--- src/rtl/stft_pkg.sv ---
// Shared state encoding and default sizing for the sliding-DFT sample scheduler.
package stft_pkg;

  localparam int DEF_WORD_WIDTH  = 16;
  localparam int DEF_FFT_SIZE    = 512;
  localparam int DEF_DISP_PERIOD = 4410;
  localparam int ADDR_W          = $clog2(DEF_FFT_SIZE);

  typedef enum logic [2:0] {
    ST_IDLE  = 3'd0,
    ST_RD    = 3'd1,
    ST_WR    = 3'd2,
    ST_START = 3'd3,
    ST_BUSY  = 3'd4,
    ST_DISP  = 3'd5
  } state_t;

endpackage

--- src/rtl/stft_sample_scheduler_if.sv ---
// Sample stream, ring-buffer, engine and display signals of the sample scheduler.
interface stft_sample_scheduler_if
  import stft_pkg::*;
#(
  parameter int WORD_WIDTH = DEF_WORD_WIDTH,
  parameter int FFT_SIZE   = DEF_FFT_SIZE
);

  logic                          s_valid;
  logic [WORD_WIDTH-1:0]         s_data;
  logic                          s_ready;
  logic [$clog2(FFT_SIZE)-1:0]   rb_addr;
  logic                          rb_rd_en;
  logic [WORD_WIDTH-1:0]         rb_rdata;
  logic                          rb_wr_en;
  logic [WORD_WIDTH-1:0]         rb_wdata;
  logic                          eng_start;
  logic [WORD_WIDTH-1:0]         eng_diff;
  logic                          eng_done;
  logic                          disp_req;
  logic                          disp_ack;
  logic                          ovr_clr;
  logic                          overrun;
  logic                          busy;

  // The scheduler is the master; source, RAM, engine and display form the slave side.
  modport master (
    input  s_valid, s_data, rb_rdata, eng_done, disp_ack, ovr_clr,
    output s_ready, rb_addr, rb_rd_en, rb_wr_en, rb_wdata,
           eng_start, eng_diff, disp_req, overrun, busy
  );

  modport slave (
    output s_valid, s_data, rb_rdata, eng_done, disp_ack, ovr_clr,
    input  s_ready, rb_addr, rb_rd_en, rb_wr_en, rb_wdata,
           eng_start, eng_diff, disp_req, overrun, busy
  );

endinterface

--- src/rtl/stft_period_counter.sv ---
// Modulo-PERIOD event divider: counts inc pulses and flags the last count of each period.
module stft_period_counter #(
  parameter int PERIOD = 4410
) (
  input  logic clk,
  input  logic reset,
  input  logic inc,
  output logic tc
);

  localparam int               CNT_W = (PERIOD > 1) ? $clog2(PERIOD) : 1;
  localparam logic [CNT_W-1:0] LAST  = CNT_W'(PERIOD - 1);

  logic [CNT_W-1:0] cnt;

  assign tc = (cnt == LAST);

  always_ff @(posedge clk or posedge reset) begin
    if (reset) begin
      cnt <= '0;
    end else if (inc) begin
      cnt <= tc ? '0 : cnt + CNT_W'(1);
    end
  end

endmodule

--- src/rtl/stft_sample_scheduler.sv ---
// Sequencer feeding the sliding-DFT engine: ring-buffer read/overwrite, difference
// hand-off, engine wait and periodic display snapshot request.
module stft_sample_scheduler
  import stft_pkg::*;
#(
  parameter int WORD_WIDTH  = DEF_WORD_WIDTH,
  parameter int FFT_SIZE    = DEF_FFT_SIZE,
  parameter int DISP_PERIOD = DEF_DISP_PERIOD
) (
  input logic                     clk,
  input logic                     reset,
  stft_sample_scheduler_if.master bus
);

  localparam int                RB_AW    = $clog2(FFT_SIZE);
  localparam int                FILL_W   = RB_AW + 1;
  localparam logic [FILL_W-1:0] FILL_MAX = FILL_W'(FFT_SIZE);

  state_t                state, next_state;
  logic [WORD_WIDTH-1:0] hold;
  logic [RB_AW-1:0]      wr_ptr;
  logic [FILL_W-1:0]     fill_cnt;
  logic                  accept, pass_done, drop, warm_up, disp_tc;
  logic [WORD_WIDTH-1:0] old_sample;

  logic                  s_ready_d, busy_d, rb_rd_en_d, rb_wr_en_d, eng_start_d, disp_req_d;
  logic [RB_AW-1:0]      rb_addr_d;
  logic [WORD_WIDTH-1:0] rb_wdata_d;

  assign accept     = (state == ST_IDLE) && bus.s_valid;
  assign drop       = (state != ST_IDLE) && bus.s_valid;
  assign pass_done  = (state == ST_BUSY) && bus.eng_done;
  // The RAM is never cleared, so slots not yet written this run count as zero.
  assign warm_up    = (fill_cnt < FILL_MAX);
  assign old_sample = warm_up ? '0 : bus.rb_rdata;

  stft_period_counter #(
    .PERIOD (DISP_PERIOD)
  ) u_disp_cnt (
    .clk   (clk),
    .reset (reset),
    .inc   (pass_done),
    .tc    (disp_tc)
  );

  // NOTE: sequential state uses <= so every flop samples pre-edge values regardless of block order.
  always_ff @(posedge clk or posedge reset) begin
    if (reset) begin
      state <= ST_IDLE;
    end else begin
      state <= next_state;
    end
  end

  always_comb begin
    // NOTE: the default assignment up front keeps every path assigned, so no latch is inferred.
    next_state = state;
    case (state)
      ST_IDLE:  if (bus.s_valid) next_state = ST_RD;
      ST_RD:    next_state = ST_WR;
      ST_WR:    next_state = ST_START;
      ST_START: next_state = ST_BUSY;
      ST_BUSY:  if (bus.eng_done) next_state = disp_tc ? ST_DISP : ST_IDLE;
      ST_DISP:  if (bus.disp_ack) next_state = ST_IDLE;
      default:  next_state = ST_IDLE;
    endcase
  end

  // Outputs are decoded from next_state and registered, so they line up with the state they describe.
  always_comb begin
    s_ready_d   = (next_state == ST_IDLE);
    busy_d      = (next_state != ST_IDLE);
    rb_rd_en_d  = (next_state == ST_RD);
    rb_wr_en_d  = (next_state == ST_WR);
    eng_start_d = (next_state == ST_START);
    disp_req_d  = (next_state == ST_DISP);
    rb_addr_d   = (rb_rd_en_d || rb_wr_en_d) ? wr_ptr : '0;
    rb_wdata_d  = rb_wr_en_d ? hold : '0;
  end

  always_ff @(posedge clk or posedge reset) begin
    if (reset) begin
      bus.s_ready   <= 1'b1;
      bus.busy      <= 1'b0;
      bus.rb_rd_en  <= 1'b0;
      bus.rb_wr_en  <= 1'b0;
      bus.eng_start <= 1'b0;
      bus.disp_req  <= 1'b0;
      bus.rb_addr   <= '0;
      bus.rb_wdata  <= '0;
    end else begin
      bus.s_ready   <= s_ready_d;
      bus.busy      <= busy_d;
      bus.rb_rd_en  <= rb_rd_en_d;
      bus.rb_wr_en  <= rb_wr_en_d;
      bus.eng_start <= eng_start_d;
      bus.disp_req  <= disp_req_d;
      bus.rb_addr   <= rb_addr_d;
      bus.rb_wdata  <= rb_wdata_d;
    end
  end

  always_ff @(posedge clk or posedge reset) begin
    if (reset) begin
      hold         <= '0;
      bus.eng_diff <= '0;
      wr_ptr       <= '0;
      fill_cnt     <= '0;
      bus.overrun  <= 1'b0;
    end else begin
      if (accept) begin
        hold <= bus.s_data;
      end
      // Plain modular subtraction: the engine expects the wrapped difference, not a saturated one.
      if (state == ST_WR) begin
        bus.eng_diff <= hold - old_sample;
      end
      if (pass_done) begin
        wr_ptr <= wr_ptr + RB_AW'(1);
        if (warm_up) begin
          fill_cnt <= fill_cnt + FILL_W'(1);
        end
      end
      if (drop) begin
        bus.overrun <= 1'b1;
      end else if (bus.ovr_clr) begin
        bus.overrun <= 1'b0;
      end
    end
  end

endmodule

--- src/flat_wrapper.sv ---
// flat-port wrapper written by rule: the top's interface ports become plain ports
module stft_sample_scheduler_flat import stft_pkg::*;
#(
  parameter int WORD_WIDTH  = DEF_WORD_WIDTH,
  parameter int FFT_SIZE    = DEF_FFT_SIZE,
  parameter int DISP_PERIOD = DEF_DISP_PERIOD
)
  (clk, reset, bus_s_valid, bus_s_data, bus_rb_rdata, bus_eng_done, bus_disp_ack, bus_ovr_clr, bus_s_ready, bus_rb_addr, bus_rb_rd_en, bus_rb_wr_en, bus_rb_wdata, bus_eng_start, bus_eng_diff, bus_disp_req, bus_overrun, bus_busy);
  stft_sample_scheduler_if #(.WORD_WIDTH(WORD_WIDTH), .FFT_SIZE(FFT_SIZE)) bus_i ();
  input logic clk;
  input logic reset;
  input wire logic [$bits(bus_i.s_valid)-1:0] bus_s_valid;
  input wire logic [$bits(bus_i.s_data)-1:0] bus_s_data;
  input wire logic [$bits(bus_i.rb_rdata)-1:0] bus_rb_rdata;
  input wire logic [$bits(bus_i.eng_done)-1:0] bus_eng_done;
  input wire logic [$bits(bus_i.disp_ack)-1:0] bus_disp_ack;
  input wire logic [$bits(bus_i.ovr_clr)-1:0] bus_ovr_clr;
  output wire logic [$bits(bus_i.s_ready)-1:0] bus_s_ready;
  output wire logic [$bits(bus_i.rb_addr)-1:0] bus_rb_addr;
  output wire logic [$bits(bus_i.rb_rd_en)-1:0] bus_rb_rd_en;
  output wire logic [$bits(bus_i.rb_wr_en)-1:0] bus_rb_wr_en;
  output wire logic [$bits(bus_i.rb_wdata)-1:0] bus_rb_wdata;
  output wire logic [$bits(bus_i.eng_start)-1:0] bus_eng_start;
  output wire logic [$bits(bus_i.eng_diff)-1:0] bus_eng_diff;
  output wire logic [$bits(bus_i.disp_req)-1:0] bus_disp_req;
  output wire logic [$bits(bus_i.overrun)-1:0] bus_overrun;
  output wire logic [$bits(bus_i.busy)-1:0] bus_busy;
  assign bus_i.s_valid = bus_s_valid;
  assign bus_i.s_data = bus_s_data;
  assign bus_i.rb_rdata = bus_rb_rdata;
  assign bus_i.eng_done = bus_eng_done;
  assign bus_i.disp_ack = bus_disp_ack;
  assign bus_i.ovr_clr = bus_ovr_clr;
  assign bus_s_ready = bus_i.s_ready;
  assign bus_rb_addr = bus_i.rb_addr;
  assign bus_rb_rd_en = bus_i.rb_rd_en;
  assign bus_rb_wr_en = bus_i.rb_wr_en;
  assign bus_rb_wdata = bus_i.rb_wdata;
  assign bus_eng_start = bus_i.eng_start;
  assign bus_eng_diff = bus_i.eng_diff;
  assign bus_disp_req = bus_i.disp_req;
  assign bus_overrun = bus_i.overrun;
  assign bus_busy = bus_i.busy;
  stft_sample_scheduler #(.WORD_WIDTH(WORD_WIDTH), .FFT_SIZE(FFT_SIZE), .DISP_PERIOD(DISP_PERIOD)) u_core (.clk(clk), .reset(reset), .bus(bus_i));
endmodule
--- config.mk ---
export PLATFORM = sky130hd
export DESIGN_NAME = stft_sample_scheduler_flat
export DESIGN_NICKNAME = d
export VERILOG_FILES = /design/src/rtl/stft_pkg.sv /design/src/rtl/stft_sample_scheduler_if.sv /design/src/rtl/stft_period_counter.sv /design/src/rtl/stft_sample_scheduler.sv /design/src/flat_wrapper.sv
export SDC_FILE = /design/constraint.sdc
export NUM_CORES = 1
export LEC_CHECK = 0
export CAP_MARGIN = 30
export CORE_ASPECT_RATIO = 0.7
export CORE_MARGIN = 5
export CORE_UTILIZATION = 46
export CTS_BUF_LIST = sky130_fd_sc_hd__clkbuf_4 sky130_fd_sc_hd__clkbuf_8
export CTS_CLUSTER_SIZE = 40
export DETAILED_ROUTE_END_ITERATION = 6
export DONT_BUFFER_PORTS = 1
export PLACE_DENSITY = 0.62
export SYNTH_ARGS = -nofsm -noshare
export SYNTH_HDL_FRONTEND = slang
export SYNTH_SLANG_ARGS = --single-unit
--- constraint.sdc ---
create_clock -name clk -period 4.6 [get_ports clk]
set_input_delay 0.92 -clock clk [delete_from_list [all_inputs] [get_ports clk]]
set_output_delay 0.92 -clock clk [all_outputs]
set_load 0.05 [all_outputs]
==> results.md <==
* Status: complete, no violations
* Drc violations at 0
* Fraction of layout cells with a size suffix above 1 at 0.0897
* Leak Pwr at 2.29 nW
* Largest net degree at the start of global routing at 71
* Setup_tns at 0 ns
* Number of I/O pins at 86
* Max clock buf depth at 2
* Utilization after layout at 0.499
* Reg clk slew, reported paths at ~0.1 ns
* Psw at approximately 1.8 mW
* CP startpoint kind: input pin
* Placed cell count at between 500 and 600
* Initial antenna violation count at 1
* Post_cts resized at 0
* DP Area at 4960 sq um
* Die width at between 100 and 150 microns
* Core ar. at just over 10000 sq um
* Hold Path Class: reg -> reg
* Slew @ Worst Pin at about 0.86 ns
* First-pass GRT wire length at ~17 mm
* PD cells at approximately 710 nW/um^2
* CTS root buffer: clkbuf_8
* DRT iter0 DRCs at about 180
* Setup Viol. Count Final at 0
* Vias per cell at 5.60
* DP Wirelength at 7.46 mm
* Max Slew Vio Count at 0
* Layout area overhead at 6.02%
* Fraction of power consumed by sequential logic at 0.519
* CP required at 4.86 ns
* Switching power share of the total at 0.491
* Yosys reg bits at 99
* Routability cong. at about 0.8
* Max stage delay cell, worst path: fa_1
* Worst Skew at 0.0105 ns
* Hold Vio Cnt, Final at 0
* DR pass1 iterations at 4
* P_int at 1.87 mW
* Seq/Total Area, Yosys at 0.510
* Fraction of the cycle the final worst path needs at 0.568
* Routed WL per cell at 17.4 microns
* H-tree Lvls at 3
* Maxcap violations at 0
* Syn_area_per_cell at around 11 sq um
* Crit. End Element: register
* Yosys warns at 0
* Post-synth ARST share at 1.00
* Yosys top cell area share at 0.505
* Vias in the first global route at 3251
* Die Area at 12800 sq um
* Worst path cell trace: and2_1, ha_1, fa_1, and2b_1, o2111ai_2, a21o_1, o2111a_1, a221o_1
* Worst path max stage delay at 0.41 ns
* Crit Path Class: in -> reg
* Num rows at 31
* ANT cells at 0
* Library cells used by synthesis at 60
* Starting Density at 0.471
* Chip height at 96.0 microns
* Vias at between 3k and 4k
* Final WL at just over 10 mm
* Post-synth EDFFs at 0
* Synth area leader: dfrtp_1
* Clock share of power at 0.149
* RSZ-0062 raised after global routing: false
* Post-layout min period at 2.61 ns
* Design Area, Final at roughly 5000 sq um
* Total GRT Usage at 0.167
* Netlist Area Pre-Place at 4860 sq um
* ANT nets after route at 0
* Nets at 510
* Congestion Overflow GR at 0
* Data arrival time of the worst path at 2.87 ns
* Tot Pwr at ~3.7 mW
* Sink Count at slightly below 100
* Logic pwr share at 0.332
* CTS tree: done
* Clock latency on the worst-skew pair at 0.37 ns
* Max Clk Rate at 383 MHz
* Hold buffer count at CTS at 0
* Worst VDD drop at around 0.00037 V
* Cts bufs inserted at 9
* Final std cells w/o fill at 589
* PortBufs at 0
* Worst Path Max Fanout at 4
* Ys flop type: dfrtp_1
* Synth Net Count at about 510
* Slew margin rel. at 0.424
* Gate count of the mapped netlist at between 400 and 500
* Synth area leaders: dfrtp_1, ha_1, nand2_1
* Post-CTS setup buffer count at 0
==> cells by family after synthesis <==
| group | synth area share |
|---|---|
| buffers and inverters | 0.0348 |
| adders and majority gates | 0.0530 |
| DFF | 0.510 |
| xor gates and xnor gates | 0.0541 |
| AOI/OAI and AO/OA | 0.120 |
| and+or+nand+nor | 0.193 |
| muxes | 0.0348 |
==> placed cells by master, fill, tap and decap left out, drive strengths merged, types with 3 or more instances in the layout <==
| cell type | synthesis | routed |
|---|---|---|
| a21o | 7 | 7 |
| a21oi | 21 | 21 |
| a31oi | 4 | 4 |
| and2 | 20 | 20 |
| and3 | 6 | 6 |
| and4bb | 3 | 3 |
| buf | 16 | 5 |
| clkbuf | 3 | 10 |
| dfrtp | 98 | 98 |
| ha | 19 | 19 |
| inv | 13 | 16 |
| mux2 | 15 | 15 |
| nand2 | 60 | 60 |
| nand2b | 8 | 8 |
| nand3 | 11 | 11 |
| nand4 | 12 | 12 |
| nor2 | 27 | 27 |
| nor2b | 9 | 9 |
| nor3 | 3 | 3 |
| o211ai | 4 | 4 |
| o21ai | 28 | 28 |
| o31ai | 3 | 3 |
| xnor2 | 19 | 19 |
| xor2 | 11 | 11 |
==> synthesized netlist by cell type (5+ instances only) <==
cell type,instances
dfrtp_1,98
nand2_1,60
o21ai_0,27
nor2_1,25
and2_1,20
ha_1,19
xnor2_1,19
a21oi_1,16
mux2_1,14
inv_1,13
nand4_1,12
nand3_1,11
xor2_1,11
buf_2,9
nor2b_1,9
nand2b_1,8
a21o_1,7
and3_1,6
a21oi_2,5
==> state kept, by name (all words and copies together), names as in the netlist, 3 cells and up <==
| register | cells |
|---|---|
| u_core.hold | 16 |
| u_core.bus.rb_addr | 9 |
| u_core.fill_cnt | 10 |
| u_core.wr_ptr | 9 |
| u_core.bus.eng_diff | 16 |
| u_core.state | 3 |
| u_core.bus.rb_wdata | 16 |
| u_core.u_disp_cnt.cnt | 13 |
==> routing by layer <==
metal  global-route usage  part of all wire
met1                0.236              0.49
met2                0.244              0.41
met3               0.0627             0.083
met4               0.0389             0.011
met5                    0            0.0013
==> worst paths after layout <==
kind | start | end | slack [ns] | cells past startpoint
worst min register to register | u_core.fill_cnt[5] | u_core.fill_cnt[5] | 0.47 | 1
worst min-delay path | u_core.fill_cnt[5] | u_core.fill_cnt[5] | 0.47 | 1
min in group asynchronous | reset | u_core.bus.rb_rd_en | 0.58 | 1
worst max-delay path | bus_rb_rdata[0] | u_core.bus.eng_diff[10] | 1.99 | 8
max in group asynchronous | reset | u_core.bus.s_ready | 3.04 | 2
worst max register to register | u_core.fill_cnt[9] | u_core.bus.eng_diff[10] | 2.02 | 8
==> stage by stage <==
step / setup WS, ns / hold slack (ns)
floorplan: 1.09 / 0.437
global placement: 1.68 / 0.455
detailed placement: 1.63 / 0.457
CTS: 2.02 / 0.474
global route: 1.89 / 0.507
finish: 1.99 / 0.473
==> area by class of cell <==
type / count / area [sq um]
Clock buffer: 10 / 138
Multi-Input combinational cell: 324 / 2220
Sequential cell: 99 / 2480
Fill cell: 951 / 5160
Tap cell: 132 / 165
Timing Repair Buffer: 5 / 45.0
Clock inverter: 6 / 56.3
Inverter: 13 / 51.3
==> power by group through the flow <==
stage	registers (mW)	logic [mW]	clock network (mW)
after floorplan	1.83	1.03	0
after global placement	1.92	1.17	0
after detailed placement	1.93	1.21	0
after CTS	1.91	1.22	0.572
after global routing	1.94	1.37	0.607
final	1.90	1.22	0.548
==> critical path, delay by kind of cell <==
kind / cells / cell delay, ns
compound gates: 4 / 0.95
fa+ha+maj: 2 / 0.62
simple gates: 2 / 0.38
Power figures use the tool's default switching activity.
